<file path="config.mk">
export PLATFORM = sky130hd
export DESIGN_NAME = ultrasonic_ranging_sequencer
export DESIGN_NICKNAME = d
export VERILOG_FILES = /design/src/rtl/ultrasonic_ranging_sequencer.sv
export SDC_FILE = /design/constraint.sdc
export NUM_CORES = 1
export LEC_CHECK = 0
export CAP_MARGIN = 20
export CELL_PAD_IN_SITES_DETAIL_PLACEMENT = 0
export CELL_PAD_IN_SITES_GLOBAL_PLACEMENT = 2
export CORE_MARGIN = 3
export CORE_UTILIZATION = 30
export CTS_CLUSTER_SIZE = 8
export DETAILED_ROUTE_END_ITERATION = 8
export PLACE_DENSITY_LB_ADDON = 0.1
export SLEW_MARGIN = 0
export SYNTH_ARGS = -nofsm -noshare
export SYNTH_HDL_FRONTEND = slang
export SYNTH_SLANG_ARGS = --single-unit
</file>
<file path="constraint.sdc">
create_clock -name clk_i -period 2.45 [get_ports clk_i]
set_clock_uncertainty 0.05 [all_clocks]
set_input_delay 0.3675 -clock clk_i [delete_from_list [all_inputs] [get_ports clk_i]]
set_output_delay 0.3675 -clock clk_i [all_outputs]
set_load 0.01 [all_outputs]
</file>
<file path="src/rtl/ultrasonic_ranging_sequencer.sv">
// Periodic trigger / echo-timing sequencer for an ultrasonic range sensor.
// Optional 3-sample median output filter enabled by defining RANGE_MEDIAN_EN.
module ultrasonic_ranging_sequencer #(
    parameter int unsigned TRIG_CYCLES         = 1000,
    parameter int unsigned CYCLES_PER_CM       = 5800,
    parameter int unsigned ECHO_TIMEOUT_CYCLES = 2500000,
    parameter int unsigned PERIOD_CYCLES       = 6000000,
    parameter int unsigned DIST_W              = 9,
    parameter int unsigned THRESH_CM           = 20
) (
    input  logic              clk_i,
    input  logic              rst_i,
    input  logic              en_i,
    input  logic              echo_i,
    output logic              trigger_o,
    output logic [DIST_W-1:0] dist_cm_o,
    output logic              dist_valid_o,
    output logic              obstacle_o,
    output logic              timeout_o,
    output logic              busy_o
);

    localparam int unsigned TMR_MAX = (TRIG_CYCLES > ECHO_TIMEOUT_CYCLES) ? TRIG_CYCLES : ECHO_TIMEOUT_CYCLES;
    localparam int unsigned TMR_W   = (TMR_MAX > 1) ? $clog2(TMR_MAX) : 1;
    localparam int unsigned SUB_W   = (CYCLES_PER_CM > 1) ? $clog2(CYCLES_PER_CM) : 1;
    localparam int unsigned PER_W   = (PERIOD_CYCLES > 1) ? $clog2(PERIOD_CYCLES) : 1;

    typedef enum logic [2:0] {
        ST_IDLE      = 3'd0,
        ST_TRIG      = 3'd1,
        ST_WAIT_RISE = 3'd2,
        ST_MEASURE   = 3'd3,
        ST_HOLDOFF   = 3'd4
    } state_e;

    state_e              state_q, state_d;
    logic [TMR_W-1:0]    tmr_q;
    logic [PER_W-1:0]    per_q;
    logic [SUB_W-1:0]    sub_q, sub_d;
    logic [DIST_W-1:0]   cm_q, cm_d;
    logic                echo_meta_q, echo_s_q, echo_dly_q;
    logic                trigger_q, valid_q, obst_q, tout_q, busy_q;
    logic [DIST_W-1:0]   dist_q;
    logic                rise_s, fall_s, per_end_s, wrap_s, tmr_exp_s;
    logic                report_s, tout_evt_s;
    state_e              next_cycle_s;
    logic [DIST_W-1:0]   dist_sel_s;

    assign rise_s       = echo_s_q & ~echo_dly_q;
    assign fall_s       = ~echo_s_q & echo_dly_q;
    assign per_end_s    = (per_q == PER_W'(PERIOD_CYCLES - 1));
    assign wrap_s       = (sub_q == SUB_W'(CYCLES_PER_CM - 1));
    assign tmr_exp_s    = (tmr_q == TMR_W'(ECHO_TIMEOUT_CYCLES - 1));
    assign next_cycle_s = en_i ? ST_TRIG : ST_IDLE;

`ifdef RANGE_MEDIAN_EN
    logic [DIST_W-1:0] win_q [3];
    logic [1:0]        fill_q;

    function automatic logic [DIST_W-1:0] med3(input logic [DIST_W-1:0] a,
                                               input logic [DIST_W-1:0] b,
                                               input logic [DIST_W-1:0] c);
        logic [DIST_W-1:0] lo, hi;
        lo = (a < b) ? a : b;
        hi = (a < b) ? b : a;
        if (c <= lo) begin
            return lo;
        end else if (c >= hi) begin
            return hi;
        end else begin
            return c;
        end
    endfunction

    // The incoming sample plus the two newest stored samples form the 3-sample window.
    always_comb begin
        dist_sel_s = cm_q;
        if (fill_q >= 2'd2) begin
            dist_sel_s = med3(cm_q, win_q[0], win_q[1]);
        end else begin
            dist_sel_s = cm_q;
        end
    end

    // Window of recent valid distances; timeouts never enter it.
    always_ff @(posedge clk_i) begin
        if (rst_i) begin
            win_q[0] <= '0;
            win_q[1] <= '0;
            win_q[2] <= '0;
            fill_q   <= 2'd0;
        end else if (report_s) begin
            win_q[0] <= cm_q;
            win_q[1] <= win_q[0];
            win_q[2] <= win_q[1];
            fill_q   <= (fill_q == 2'd3) ? 2'd3 : fill_q + 2'd1;
        end else begin
            fill_q   <= fill_q;
        end
    end
`else
    assign dist_sel_s = cm_q;
`endif

    // Next-state logic and echo-width counting.
    always_comb begin
        state_d    = state_q;
        sub_d      = sub_q;
        cm_d       = cm_q;
        report_s   = 1'b0;
        tout_evt_s = 1'b0;
        case (state_q)
            ST_IDLE: begin
                if (en_i) begin
                    state_d = ST_TRIG;
                end else begin
                    state_d = ST_IDLE;
                end
            end
            ST_TRIG: begin
                if (tmr_q == TMR_W'(TRIG_CYCLES - 1)) begin
                    state_d = ST_WAIT_RISE;
                end else begin
                    state_d = ST_TRIG;
                end
            end
            ST_WAIT_RISE: begin
                if (rise_s) begin
                    // The rise cycle is itself the first cycle of echo width.
                    state_d = ST_MEASURE;
                    if (CYCLES_PER_CM == 1) begin
                        sub_d = '0;
                        cm_d  = DIST_W'(1);
                    end else begin
                        sub_d = SUB_W'(1);
                        cm_d  = '0;
                    end
                end else if (tmr_exp_s) begin
                    tout_evt_s = 1'b1;
                    state_d    = per_end_s ? next_cycle_s : ST_HOLDOFF;
                end else begin
                    state_d = ST_WAIT_RISE;
                end
            end
            ST_MEASURE: begin
                if (fall_s) begin
                    report_s = 1'b1;
                    state_d  = per_end_s ? next_cycle_s : ST_HOLDOFF;
                end else if (tmr_exp_s) begin
                    tout_evt_s = 1'b1;
                    state_d    = per_end_s ? next_cycle_s : ST_HOLDOFF;
                end else if (wrap_s) begin
                    sub_d = '0;
                    if (cm_q != {DIST_W{1'b1}}) begin
                        cm_d = cm_q + DIST_W'(1);
                    end else begin
                        cm_d = cm_q;
                    end
                end else begin
                    sub_d = sub_q + SUB_W'(1);
                end
            end
            ST_HOLDOFF: begin
                if (per_end_s) begin
                    state_d = next_cycle_s;
                end else begin
                    state_d = ST_HOLDOFF;
                end
            end
            default: begin
                state_d = ST_IDLE;
            end
        endcase
    end

    // State, counters, echo synchroniser and registered outputs.
    always_ff @(posedge clk_i) begin
        if (rst_i) begin
            state_q     <= ST_IDLE;
            tmr_q       <= '0;
            per_q       <= '0;
            sub_q       <= '0;
            cm_q        <= '0;
            echo_meta_q <= 1'b0;
            echo_s_q    <= 1'b0;
            echo_dly_q  <= 1'b0;
            trigger_q   <= 1'b0;
            valid_q     <= 1'b0;
            obst_q      <= 1'b0;
            tout_q      <= 1'b0;
            busy_q      <= 1'b0;
            dist_q      <= '0;
        end else begin
            state_q     <= state_d;
            sub_q       <= sub_d;
            cm_q        <= cm_d;
            echo_meta_q <= echo_i;
            echo_s_q    <= echo_meta_q;
            echo_dly_q  <= echo_s_q;
            if (state_d != state_q) begin
                tmr_q <= '0;
            end else if (tmr_q != TMR_W'(TMR_MAX - 1)) begin
                tmr_q <= tmr_q + TMR_W'(1);
            end else begin
                tmr_q <= tmr_q;
            end
            if ((state_d == ST_TRIG) && (state_q != ST_TRIG)) begin
                per_q <= '0;
            end else if (!per_end_s) begin
                per_q <= per_q + PER_W'(1);
            end else begin
                per_q <= per_q;
            end
            trigger_q <= (state_d == ST_TRIG);
            busy_q    <= (state_d != ST_IDLE);
            valid_q   <= report_s | tout_evt_s;
            if (report_s) begin
                dist_q <= dist_sel_s;
                obst_q <= (32'(dist_sel_s) < 32'(THRESH_CM));
                tout_q <= 1'b0;
            end else if (tout_evt_s) begin
                tout_q <= 1'b1;
            end else begin
                tout_q <= tout_q;
            end
        end
    end

    assign trigger_o    = trigger_q;
    assign dist_cm_o    = dist_q;
    assign dist_valid_o = valid_q;
    assign obstacle_o   = obst_q;
    assign timeout_o    = tout_q;
    assign busy_o       = busy_q;

endmodule

</file>
# --- Word-level counts from Yosys, hierarchy flattened ---
# Index checks and enable logic that the tools add are counted.
totals:
  reg_bits: 87
  latch_bits: 0
  ramBits: 0
  romBits: 0
  input_bits: 4
  out_inout_bits: 14
  memories: 0
classes:
  n_addsub: 4
  mul: 0
  n_div: 0
  n_lt_le_gt_ge: 1
  n_eq_ne: 18
  n_shift: 0
  n_mux: 25
  bitwise_logic: 5
  reduce_logical: 9
op_table:
  columns: ["cell", "n"]
  rows:
  - ["13-bit 2-to-1 mux", 4]
  - ["9-bit 2-to-1 mux", 5]
  - ["13-bit case mux with 2 select lines", 1]
  - ["23-bit by 1-bit adder with 23-bit output, second input constant", 1]
  - ["23-bit equality test, second input constant", 1]
  - ["22-bit by 1-bit adder with 22-bit output, second input constant", 1]
  - ["22-bit by 10-bit equality test with 1-bit output, second input constant", 1]
  - ["22-bit equality test, second input constant", 1]
  - ["22-bit inequality test, second input constant", 1]
  - ["9-bit case mux with 2 select lines", 1]
  - ["3-bit 2-to-1 mux", 5]
  - ["3-bit case mux with 5 select lines", 1]
  - ["13-bit by 1-bit adder with 13-bit output, second input constant", 1]
  - ["13-bit equality test, second input constant", 1]
  - ["2-bit inequality test, second input constant", 5]
  - ["9-bit by 1-bit adder with 9-bit output, second input constant", 1]
  - ["9-bit by 5-bit less-than comparator with 1-bit output, second input constant", 1]
  - ["9-bit inequality test, second input constant", 1]
  - ["3-bit by 1-bit equality test with 1-bit output, second input constant", 2]
  - ["3-bit by 2-bit equality test with 1-bit output, second input constant", 2]
  - ["1-bit 2-to-1 mux", 6]
  - ["6-bit AND reduction", 1]
  - ["2-bit OR reduction", 3]
  - ["4-bit AND reduction", 1]
  - ["other kinds (12)", 14]

# --- Longest topological paths before layout ---
logic_depth:
  word_depth: 8
  ltp_mapped: 11

# --- Least setup slack after synthesis ---
# OpenSTA, ideal clock, no wires.
synth_timing:
  kind: "flip-flop to flip-flop"
  from: "register per_q[0]"
  to: "register tmr_q[8]"
  t_arrival_ns: 2.204
  required_time_ns: 2.285
  setup_slack_ns: 0.081
  stages_incl_launch_ff: 10
  period_less_slack_ns: 2.369
  cell_sequence: "dfxtp_1 -> ha_1 -> nand2_1 -> or4b_1 -> nor3_4 -> a211o_1 -> nor3b_2 -> o31ai_4 -> buf_6 -> nor2_2"
synth_between:
  elab_chain_cells: 7
  elab_cells_between_ends: 9
  cone_classes: "eq/ne (2); mux (6); reduce/logical (1)"
synth_rtl:
  columns: ["element", "line", "text"]
  rows:
  - ["from (decl)", "38", "logic [PER_W-1:0] per_q;"]
  - ["from (signal assigned)", "210", "per_q <= per_q + PER_W'(1);"]
  - ["from (signal assigned)", "212", "per_q <= per_q;"]
  - ["23-bit equality test *", "51", "assign per_end_s = (per_q == PER_W'(PERIOD_CYCLES - 1));"]
  - ["3-bit 2-to-1 mux *", null, null]
  - ["3-bit 2-to-1 mux (on tied branches)", "149, 138", null]
  - ["3-bit 2-to-1 mux (on tied branches)", "146, 128", null]
  - ["3-bit case mux with 5 select lines *", "112", "case (state_q)"]
  - ["3-bit inequality test *", "200", "if (state_d != state_q) begin"]
  - ["2-bit OR reduction (no line) *", null, null]
  - ["to (signal assigned)", "203", "tmr_q <= tmr_q + TMR_W'(1);"]
  - ["to (signal assigned)", "205", "tmr_q <= tmr_q;"]
  - ["to (decl)", "37", "logic [TMR_W-1:0] tmr_q;"]
# Every way passes the cells marked *; elsewhere a longest branch is shown, timed or not.
# A chain may end at the register's enable or synchronous reset.

# --- Worst setup path after layout ---
layout_timing:
  from: "register per_q[1]"
  to: "register tmr_q[2]"
# The elaborated chain is that of the path after synthesis.

==> flow_metrics.tcl <==
set metrics [dict create \
    outcome "finished clean" \
    top_usage_layer "met2" \
    post-dp-hpwl_um 6483 \
    overflow 0 \
    worstSetupEndpointType "flop" \
    initial_core_util 0.3130 \
    placementRows 41 \
    cp_data_required_time_ns 2.63 \
    drcViolationCount 0 \
    slew_headroom 0.6854 \
    ant_nets 0 \
    syn_area_um2 4030 \
    power_frac_comb 0.045 \
    die_w_um 121.9 \
    drive_gt1_frac 0.1948 \
    crit_arrival_ns 2.61 \
    pwr-share-seq 0.484 \
    setup_viol 0 \
    path_cells "ha_4 > nand2_2 > or4b_4 > nor4_4 > a2bb2oi_2 > and4bb_1 > o31ai_4 > buf_6 > clkbuf_16 > nor3_4" \
    initialDrtViolationCount 178 \
    ys_types 53 \
    cts_buffers 9 \
    cts-root-buf "clkbuf_16" \
    pin_count 18 \
    worstMarginPinSlew_ns 0.4702 \
    synthFlopType "dfxtp_1" \
    synthesis.nets 483 \
    async_reset_ff_frac 0 \
    maxCapViolations 0 \
    grt_pass1_vias 3143 \
    rsz0062_at_grt "yes" \
    synth.avg_cell_area_um2 8.502 \
    ys_ff_latch 87 \
    clkLatencyLatePin_ns 0.34 \
    place_ws_ns -0.06402 \
    n_fill_cell 1337 \
    start_kind "flop" \
    diodes 0 \
    die_area_um2 14860 \
    tritoncts "yes" \
    vias_per_cell 4.670 \
    clk_pin_slew_worst_paths_ns 0.06 \
    antenna_found_initial 0 \
    p_sw_frac 0.2116 \
    routabilityCongestion 0.7394 \
    hold_class "flop to flop" \
    grt_max_degree 23 \
    core_um2 12880 \
    dr_total_vias 3297 \
    postLayoutSetupSlackWorst_ns 0.01960 \
    power.total_w 0.002960 \
    fin_crit_sh 0.9920 \
    routed_wl_um 9301 \
    die_h_um 121.9 \
    fin_crit_ns 2.430 \
    power_switching_w 0.0006265 \
    clk_path_buf_depth 2 \
    p_leak_nw 1.794 \
    finalMaxSlewViolations 0 \
    hold_violations 0 \
    synth_cells 474 \
    slowest_stage "or4b_4" \
    power_density_nw_per_um2 571.9 \
    peakVddDrop_uv 365.9 \
    yosys_warnings 0 \
    avgRoutedWirePerCell_um 13.17 \
    crit_fanout 5 \
    synth_seq_area_share 0.4322 \
    first_pass_iters 6 \
    crit_type "flop to flop" \
    place.port_buffers 17 \
    nNetsFinal 538 \
    grt_pass1_wl_um 15390 \
    multi_input_area_um2 2306 \
    internal_power_w 0.002334 \
    slowest_delay_ns 0.52 \
    numClockSinks 87 \
    use_met2 0.2048 \
    h-tree-depth 3 \
    max_freq_mhz 411.5 \
    seqCellArea_um2 1749 \
    use_met3 0.04225 \
    ctsHoldBuffers 0 \
    grt_usage 0.1313 \
    synth_edf_count 0 \
    p_clk_frac 0.470 \
    area_growth_pct 28.44 \
    met1_usage 0.1746 \
]
-- cell usage after synthesis (all sizes together) (7+ instances only) --
master / instances / area [um^2]
and3: 11 / 68.82
inv: 11 / 41.29
nor2b: 7 / 43.79
xor2: 31 / 271.5
clkbuf: 9 / 33.78
a21oi: 16 / 80.08
nor2: 86 / 347.8
nor4: 7 / 65.06
nand4: 13 / 81.33
xnor2: 26 / 227.7
dfxtp: 87 / 1742
buf: 7 / 46.29
nor3: 19 / 106.4
nand3: 20 / 100.1
nand2: 59 / 221.5
-- what timing repair did --
| action | CTS | global route |
|---|---|---|
| buffers inserted | 0 | 5 |
| pin swaps | 0 | 14 |
| endpoints found under the setup margin | 22 | 46 |
| cloned | 0 | 3 |
| gates resized for setup | 4 | 34 |
-- layer usage --
metal	wire length [um]	vias to the layer above
li1	-	1717
met2	4312	28
met1	4623	1546
met4	94	0
met3	271	6
met5	0	-
-- cell families (layout without fill, tap and decap cells) --
kind of cell / count (synthesis) / in the layout / share of synthesized area
adders and majority gates: 5 / 5 / 0.01552
buffers and inverters: 27 / 87 / 0.03011
DFF: 87 / 87 / 0.4322
muxes: 3 / 3 / 0.007451
xor gates and xnor gates: 57 / 57 / 0.1239
and+or+nand+nor: 257 / 257 / 0.3260
AOI/OAI and AO/OA: 38 / 38 / 0.06489
-- power groups by stage --
stage	logic [W]	registers (W)	clock network [W]
CTS	0.000106	0.00143	0.00146
detailed placement	0.000104	0.00146	0
floorplan	0.0000614	0.00146	0
global route	0.000149	0.00143	0.00151
finish	0.000135	0.00143	0.00139
global placement	0.000104	0.00146	0
-- metrics by stage --
step	instance area (um^2)	std cells	util	setup TNS [ns]	hold slack [ns]
2_1_floorplan	4030	474	-	0	0.3638
3_3_place_gp	4611	682	0.3581	0	0.3876
3_5_place_dp	4611	682	0.3581	-1.051	0.3994
4_1_cts	4941	698	0.3837	0	0.4085
5_1_grt	5176	706	0.4020	-1.767	0.4314
6_report	5176	706	0.4020	0	0.4036
-- cell usage in the layout, fill, tap and decap left out, types with 7 or more instances in the layout --
master           synthesis  final
nor2_2                  10     13
dfxtp_1                 87     83
nor2_1                  76     72
buf_4                    0     36
clkbuf_16                0     11
xnor2_1                 26     26
nand4_1                 13     13
nor2b_1                  7      7
a21oi_1                 16     15
nor3_1                  18     15
xor2_1                  31     31
nand3_1                 20     20
nand2_1                 59     57
inv_1                   11     11
clkdlybuf4s50_1          0     17
and3_1                  11     11
-- worst max-delay path: cells and delay by family (launching register included) --
family / cells / cell delay, ns
AO/OA/AOI/OAI: 2 / 0.28
adder cells (fa/ha/maj): 1 / 0.13
buffers and inverters: 2 / 0.33
flip-flops: 1 / 0.36
AND/OR/NAND/NOR: 5 / 1.16
-- state kept, by name, indices dropped and copies added, names as in the netlist --
name / flops
busy_o: 1
cm_q: 9
dist_cm_o: 9
dist_valid_o: 1
echo_dly_q: 1
echo_meta_q: 1
echo_s_q: 1
obstacle_o: 1
per_q: 23
state_q: 3
sub_q: 13
timeout_o: 1
tmr_q: 22
trigger_o: 1
-- area by class of cell --
type                       count  area share
clock buffer                  11     0.04883
clock inverter                 5     0.01088
inverter                      11    0.007977
multi-input combinational    360      0.4455
sequential                    87      0.3379
tap                          172     0.04158
timing repair buffer          60      0.1073
-- final timing paths --
path / start / slack [ns] / end / cells after the start
setup / recovery: per_q[1] / 0.02 / tmr_q[2] / 10
hold / removal: echo_meta_q / 0.40 / echo_s_q / 1
setup reg to reg: per_q[1] / 0.02 / tmr_q[2] / 10
hold reg to reg: echo_meta_q / 0.40 / echo_s_q / 1
No activity file was read; power rests on OpenSTA's default activity.
